### config.mk
export PLATFORM = sky130hd
export DESIGN_NAME = seven_seg_scan
export DESIGN_NICKNAME = d
export VERILOG_FILES = /design/src/rtl/seven_seg_scan.sv
export SDC_FILE = /design/constraint.sdc
export NUM_CORES = 1
export LEC_CHECK = 0
export ABC_CLOCK_PERIOD_IN_PS = 2200
export CORE_UTILIZATION = 47
export DETAILED_ROUTE_END_ITERATION = 8
export PLACE_DENSITY = 0.67
export SYNTH_ARGS = -nofsm -noshare
export SYNTH_HDL_FRONTEND = slang
export SYNTH_SLANG_ARGS = --single-unit
export TNS_END_PERCENT = 5
### constraint.sdc
create_clock -name clk -period 2.2 [get_ports clk]
set_clock_uncertainty 0.05 [all_clocks]
set_input_delay 0.44 -clock clk [delete_from_list [all_inputs] [get_ports clk]]
set_output_delay 0.44 -clock clk [all_outputs]
set_load 0.02 [all_outputs]
### src/rtl/seven_seg_scan.sv
// seven_seg_scan: time-multiplexed driver for NUM_DIGITS common-anode
// seven-segment digits on a shared, active-low segment bus.
// Double-buffered display value (pending -> active at frame wrap), one digit
// per PRESCALE-cycle slot, anodes/segments blanked for BLANK_CYCLES at slot start.
// Optional: define SEVEN_SEG_LZB_EN for leading-zero blanking.

// Per-digit segment pattern: hex decode, dp, enable and blanking.
module seven_seg_digit (
  input  logic [3:0] nib,
  input  logic       dp,
  input  logic       en,
  input  logic       blank,
  output logic [7:0] seg
);
  logic [6:0] h7;

  // Hex to {g..a}, active low; blanked digits keep dp
  always_comb begin
    unique case (nib)
      4'h0: h7 = 7'h40;
      4'h1: h7 = 7'h79;
      4'h2: h7 = 7'h24;
      4'h3: h7 = 7'h30;
      4'h4: h7 = 7'h19;
      4'h5: h7 = 7'h12;
      4'h6: h7 = 7'h02;
      4'h7: h7 = 7'h78;
      4'h8: h7 = 7'h00;
      4'h9: h7 = 7'h18;
      4'hA: h7 = 7'h08;
      4'hB: h7 = 7'h03;
      4'hC: h7 = 7'h46;
      4'hD: h7 = 7'h21;
      4'hE: h7 = 7'h06;
      default: h7 = 7'h0E;
    endcase
    if (blank) h7 = 7'h7F;
    seg = en ? {~dp, h7} : 8'hFF;
  end
endmodule

module seven_seg_scan #(
  parameter int NUM_DIGITS   = 4,
  parameter int PRESCALE     = 50000,
  parameter int BLANK_CYCLES = 2
) (
  input  logic                    clk,
  input  logic                    rst_n,
  input  logic [4*NUM_DIGITS-1:0] value,
  input  logic [NUM_DIGITS-1:0]   dp,
  input  logic [NUM_DIGITS-1:0]   digit_en,
  input  logic                    load,
  output logic                    frame_done,
  output logic [NUM_DIGITS-1:0]   an,
  output logic [7:0]              seg
);
  localparam int KW = $clog2(PRESCALE);
  localparam int IW = $clog2(NUM_DIGITS);
  localparam logic [KW-1:0] K_LAST  = KW'(PRESCALE - 1);
  localparam logic [KW-1:0] K_BLANK = KW'(BLANK_CYCLES);
  localparam logic [IW-1:0] I_LAST  = IW'(NUM_DIGITS - 1);

  logic [KW-1:0] k;
  logic [IW-1:0] i;
  logic          k_wrap, f_wrap;

  logic [NUM_DIGITS-1:0][3:0] pend_val, act_val;
  logic [NUM_DIGITS-1:0]      pend_dp, pend_en, act_dp, act_en;
  logic                       pend_dirty;

  logic [NUM_DIGITS-1:0][7:0] dseg;
  logic [NUM_DIGITS-1:0]      lzb;
  logic [NUM_DIGITS-1:0]      an_nxt;
  logic [7:0]                 seg_nxt;

  assign k_wrap = (k == K_LAST);
  assign f_wrap = k_wrap && (i == I_LAST);

  // Slot counter and digit index
  always_ff @(posedge clk or negedge rst_n) begin
    if (!rst_n) begin
      k <= '0;
      i <= '0;
    end else if (k_wrap) begin
      k <= '0;
      i <= (i == I_LAST) ? '0 : i + 1'b1;
    end else begin
      k <= k + 1'b1;
    end
  end

  // Double buffer: a load on the wrap edge stays dirty for the next wrap
  always_ff @(posedge clk or negedge rst_n) begin
    if (!rst_n) begin
      pend_val   <= '0;
      pend_dp    <= '0;
      pend_en    <= '0;
      pend_dirty <= 1'b0;
      act_val    <= '0;
      act_dp     <= '0;
      act_en     <= '0;
    end else begin
      if (f_wrap && pend_dirty) begin
        act_val <= pend_val;
        act_dp  <= pend_dp;
        act_en  <= pend_en;
      end
      if (load) begin
        pend_val <= value;
        pend_dp  <= dp;
        pend_en  <= digit_en;
      end
      pend_dirty <= load ? 1'b1 : (f_wrap ? 1'b0 : pend_dirty);
    end
  end

`ifdef SEVEN_SEG_LZB_EN
  // hz[g]: every enabled digit above g holds a zero nibble
  logic [NUM_DIGITS-1:1] hz;
  assign hz[NUM_DIGITS-1] = 1'b1;
  for (genvar g = 1; g < NUM_DIGITS - 1; g++) begin : g_hz
    assign hz[g] = hz[g+1] & (~act_en[g+1] | (act_val[g+1] == 4'h0));
  end
  assign lzb[0] = 1'b0;
  for (genvar g = 1; g < NUM_DIGITS; g++) begin : g_lzb
    assign lzb[g] = hz[g] & (act_val[g] == 4'h0);
  end
`else
  assign lzb = '0;
`endif

  for (genvar g = 0; g < NUM_DIGITS; g++) begin : g_dig
    seven_seg_digit u_dig (
      .nib   (act_val[g]),
      .dp    (act_dp[g]),
      .en    (act_en[g]),
      .blank (lzb[g]),
      .seg   (dseg[g])
    );
  end

  // Select current digit; dark during the anti-ghost window
  always_comb begin
    an_nxt  = '1;
    seg_nxt = 8'hFF;
    if (k >= K_BLANK) begin
      an_nxt[i] = ~act_en[i];
      seg_nxt   = dseg[i];
    end
  end

  // Registered pin drive; an and seg always change together
  always_ff @(posedge clk or negedge rst_n) begin
    if (!rst_n) begin
      an         <= '1;
      seg        <= 8'hFF;
      frame_done <= 1'b0;
    end else begin
      an         <= an_nxt;
      seg        <= seg_nxt;
      frame_done <= f_wrap;
    end
  end
endmodule
Yosys cells after proc, flatten, opt, wreduce, memory -nomap -nowiden
Memory sizes are Yosys's and may differ from the RTL's. Index checks and enable logic that the tools add are counted.

Bits of input ports: 27. Bits in latches: 0. Flip-flop bits (word level): 80. Word-level logic and storage cells: 56. Memories: 4. Bits in read-only memories: 448. RAM bits: 0. Output and inout port bits: 13.

Magnitude comparators: 3. Multiplexer cells: 16. Reduce and logical (&&, ||, !) cells: 4. $add $sub $neg: 2. Shifts and indexed selects: 0. Div/mod/pow operators: 0. Multipliers: 0. Equal/unequal tests: 2. Bitwise gates (word level): 7.

Memory list: (name not given) (depth 16, bits a word 7, read ports 1, clocked after Yosys merged registers in 0, write ports 0, line 19) `unique case (nib)`; (name not given) (depth 16, bits a word 7, read ports 1, clocked after Yosys merged registers in 0, write ports 0, line 19); (name not given) (depth 16, bits a word 7, read ports 1, clocked after Yosys merged registers in 0, write ports 0, line 19); (name not given) (depth 16, bits a word 7, read ports 1, clocked after Yosys merged registers in 0, write ports 0, line 19).

Operator list (number): 8-bit 2-to-1 mux (6); 16-bit by 1-bit adder with 16-bit output (second input constant) (1); 8-bit binary-select mux with 2-bit select (1); 16-bit equality test (second input constant) (1); 16-bit by 2-bit >= comparator with 1-bit output (second input constant) (1); 16-bit 2-to-1 mux (1); 1-bit NOT (5); 1-bit 2-to-1 mux (4); 4-bit 2-to-1 mux (1); 4-bit NOT (1); 4-bit OR (1); 1-bit logical AND (3); 2-bit by 3-bit < comparator with 1-bit output (second input constant) (1); 2-bit by 1-bit adder with 2-bit output (second input constant) (1); 1-bit binary-select mux with 2-bit select (1); 1-bit demux with 2-bit select (1); 2-bit equality test (second input constant) (1); 2-bit by 1-bit >= comparator with 1-bit output (second input constant) (1); 2-bit 2-to-1 mux (1); 2-bit nonzero test (1).

Depth between registers and ports, before layout
Depth after elaboration: 7. Gate-level depth with buffers: 7. Gate-level depth less buffers: 6.

Hierarchy
Synthesis repeated with hierarchy kept, for this count alone.

Cells, all modules: 383. Area, all modules: 4649.5 um2.

Modules (own cells, without submodules): seven_seg_scan (cells each 239, seq. area each 2016.9 um2, area an instance 3508.4 um2, times used 1); seven_seg_digit (cells each 36, seq. area each 0.0 um2, area an instance 285.3 um2, times used 4).

Least setup slack after synthesis
Ideal clock, no wire load.

Kind: reg-to-reg. Start: register k[0]. End: register act_dp[0]. Arrival time: 1.623 ns. Cell stages (with the launch flop): 7. Data required time: 2.025 ns. Path buffers: 1. Setup time: 0.125 ns. Slack: 0.402 ns. Period minus slack after synthesis: 1.798 ns. Cell sequence: dfrtp_1 -> ha_1 -> nand3_2 -> nor3_4 -> nand4_4 -> buf_6 -> mux2_4.

Cells in the longest elaborated chain, start to end: 3.

RTL lines: start, declared (line 63) `logic [KW-1:0] k;`; start signal, assigned (line 88) `k <= k + 1'b1;`; 16-bit equality test (line 76) `assign k_wrap = (k == K_LAST);`; 1-bit logical AND (line 77) `assign f_wrap = k_wrap && (i == I_LAST);`; 1-bit logical AND (line 103) `if (f_wrap && pend_dirty) begin`; end signal, assigned (line 105) `act_dp <= pend_dp;`; end, declared (line 68) `logic [NUM_DIGITS-1:0] pend_dp, pend_en, act_dp, act_en;`.

Every way passes these cells. A chain may end at the register's enable or synchronous reset.

Worst setup path in the final report
Start: register act_val[0] (netlist name). End: register seg[6].

Cells in the longest elaborated chain, start to end: 5.

RTL lines: start, declared (line 67) `logic [NUM_DIGITS-1:0][3:0] pend_val, act_val;`; start signal, assigned (line 104) `act_val <= pend_val;`; memory 16 x 7 bit; 8-bit 2-to-1 mux (line 38) `seg = en ? {~dp, h7} : 8'hFF;`; 8-bit binary-select mux with 2-bit select (line 148) `seg_nxt = dseg[i];`; 8-bit 2-to-1 mux (implied by the code) (line 148); 8-bit 2-to-1 mux (line 146) `if (k >= K_BLANK) begin`; net seg_nxt[6] (line 74) `logic [7:0] seg_nxt;`; end signal, assigned (line 160) `seg <= seg_nxt;`; end, declared (line 55) `output logic [7:0] seg`.

The timed path passes the listed nets, and every way through them passes these cells. The select of a mux whose other input is x is not followed.

==> impl_results.md <==
- CTS clk-pin slew, worst paths: about 100 ps
- Yosys reg bits: 80
- Flop-to-flop setup slack: 190 ps
- Post-Synthesis Cells: 396
- Placement Cell Area: 5130 um^2
- Final Max Tran Viols: 0
- Io pins: 40
- Avg WL per Cell: 15.4 um
- Final hold vios: 0
- Max cap viols: 0
- Core Box Area: 9330 um^2
- Area contributors post-synth: dfrtp_1, mux2_2, ha_1
- Clock Latency Late Sink: 370 ps
- Beginning of the critical path: act_val[0]
- Crit-path max FO: 7
- PD cells: 560 nW/um^2
- Number of flops mapped to enable cells by yosys: 0
- Cts bufs inserted: 9
- Area leader, netlist: dfrtp_1
- Critical path endpoint category: flop
- Chip height: 101 um
- Largest net degree at the start of global routing: 45
- Worst Hold Class: flop to flop
- Hold Buf Count CTS: 1
- Post-Layout Inst Area: 5390 um^2
- Worst Path Required: 2430 ps
- Yosys top cell area share: 37.3%
- Tot Pwr: a little over 3 mW
- Vias per std cell: about 5.4
- Mapped Area: ~4600 um^2
- First-pass GRT wire length: between 10 and 15 mm
- Global route overflow: 0
- Worst Reg-to-Reg Cells: 6
- Sequential area share after synthesis: 44.2%
- Gates resized, CTS repair: 0
- Top-count cell post-synth: dfrtp_1
- H-tree levels: 3
- Post-CTS setup buffer count: 0
- Layout cells sized above 1: 24.3%
- DR vias: 3,114
- Placed cell count: 556
- Min Tclk post-route: 2010 ps
- CTS root buf: clkbuf_8
- Port Buf Inserts: 39
- Critical path class: flop to flop
- Worst Hold Depth: 1
- ANT cells: 0
- Detailed placement HPWL: 6.34 mm
- Hold Crit Start: k[0]
- Final wirelength: about 9 mm
- TNS Setup: 0 ps
- Hold WS: 437 ps
- Gr usage total: 19.2%
- Final Cycle Share: 91.5%
- Peak ir drop on the vdd network: ~0.00034 V
- Synthesized area per cell: 11.5 um^2
- Post-synth top cells: dfrtp_1, mux2_2, ha_1
- Yosys Warn Count: 0
- Num rows: 35
- Reg-to-Reg Start: act_val[0]
- Clock Path Buffers: 2
- Syn nets: about 450
- DRC violations left: 0
- Sink Count: 80
- Die W: 101 um
- Leakage power: 2.35 nW
- CTS tree: built
- Final Non-Filler Cells: between 500 and 600
- Syn-to-layout area delta: 18.2%
- Pre-antenna DRT Iters: 4
- Vias in the first global route: ~3,000
- Final setup fails: 0
- RSZ-0062 raised after global routing: false
- Netlist cell types: 54
- Ys async rst share: 100%
- Worst-Margin Slew: 476 ps
- Starting Density: 48.9%
- Fmax: 497 MHz
- Top FF cell, synth: dfrtp_1
- Startpoint Class: flop
- Final nets: about 500
- DRT iter0 DRCs: around 120
- Outcome: finished, final reports clean
- Initial antenna violation count: 0
- RePlAce Congestion: roughly 0.87
- Worst EP arrival: 2250 ps
- Remaining antenna violation count: 0
- Rel. slew slack: ~68%
- Die ar.: 10,100 um^2
logic make-up after synthesis:
group,count (synthesis),share of synthesized area [%]
flip-flops,80,44.2
AO/OA/AOI/OAI,67,10.8
buffers and inverters,41,3.81
AND/OR/NAND/NOR,99,12.3
adder cells (fa/ha/maj),30,8.23
XOR/XNOR,11,2.11
multiplexers,68,18.6
state kept, by name, summed over array words and instances (netlist names):
| name | flops |
|---|---|
| act_en | 4 |
| k | 16 |
| frame_done | 1 |
| pend_dp | 4 |
| pend_val | 16 |
| act_val | 16 |
| pend_dirty | 1 |
| i | 2 |
| seg | 8 |
| act_dp | 4 |
| pend_en | 4 |
| an | 4 |
critical path, stage by stage (launching register included):
cell,delay [ps]
dfrtp_1,470
inv_1,120
ha_1,220
mux2_2,270
a221oi_1,330
nor3_1,110
or3_1,350
layer usage:
metal  up-vias  global-route usage, %  routed length [um]
met5         -                      0                   0
met4         0                   7.36                 156
met3        13                   3.95                 307
met2        63                   29.5                4000
met1      1522                   26.7                4350
li1       1516                      -                   -
layout by cell type, fill, tap and decap left out, types with 5 or more instances in the layout:
cell type / n
a211oi_1: 7
a21oi_1: 8
a221oi_1: 8
buf_4: 11
clkbuf_8: 9
clkdlybuf4s50_1: 38
dfrtp_1: 68
dfstp_2: 12
ha_1: 30
inv_1: 21
mux2_2: 39
mux2_4: 21
mux2i_1: 7
nand2_1: 19
nand3_1: 12
nor2_1: 20
nor2b_1: 7
nor3_1: 9
o21ai_0: 11
or3_1: 6
xnor2_1: 6
xor2_1: 5
stage by stage:
step,util (%),setup slack [ps]
3_3_place_gp,55.0,190
2_1_floorplan,-,402
3_5_place_dp,55.0,195
5_1_grt,57.8,63.2
4_1_cts,57.8,165
6_report,57.8,188
area by class of cell:
| cell class | instances | area (um^2) |
|---|---|---|
| repair buffers | 52 | 513 |
| fillers | 797 | 3940 |
| inverters | 21 | 78.8 |
| flip-flops and latches | 80 | 2020 |
| multi-input cells | 275 | 2370 |
| clock inverters | 7 | 128 |
| well taps | 129 | 161 |
| clock buffers | 9 | 124 |
worst paths after layout:
check | end
min in group asynchronous | k[7]
worst max register to register | seg[6]
worst max-delay path | seg[6]
max in group asynchronous | seg[7]
worst min register to register | k[0]
worst min-delay path | k[0]
power by group:
part / switching (mW) / internal, mW / total [mW]
clock: 0.575 / 0.769 / 1.34
sequential: 0.0225 / 1.51 / 1.54
combinational: 0.0517 / 0.0865 / 0.138
No activity file was read; power rests on OpenSTA's default activity.
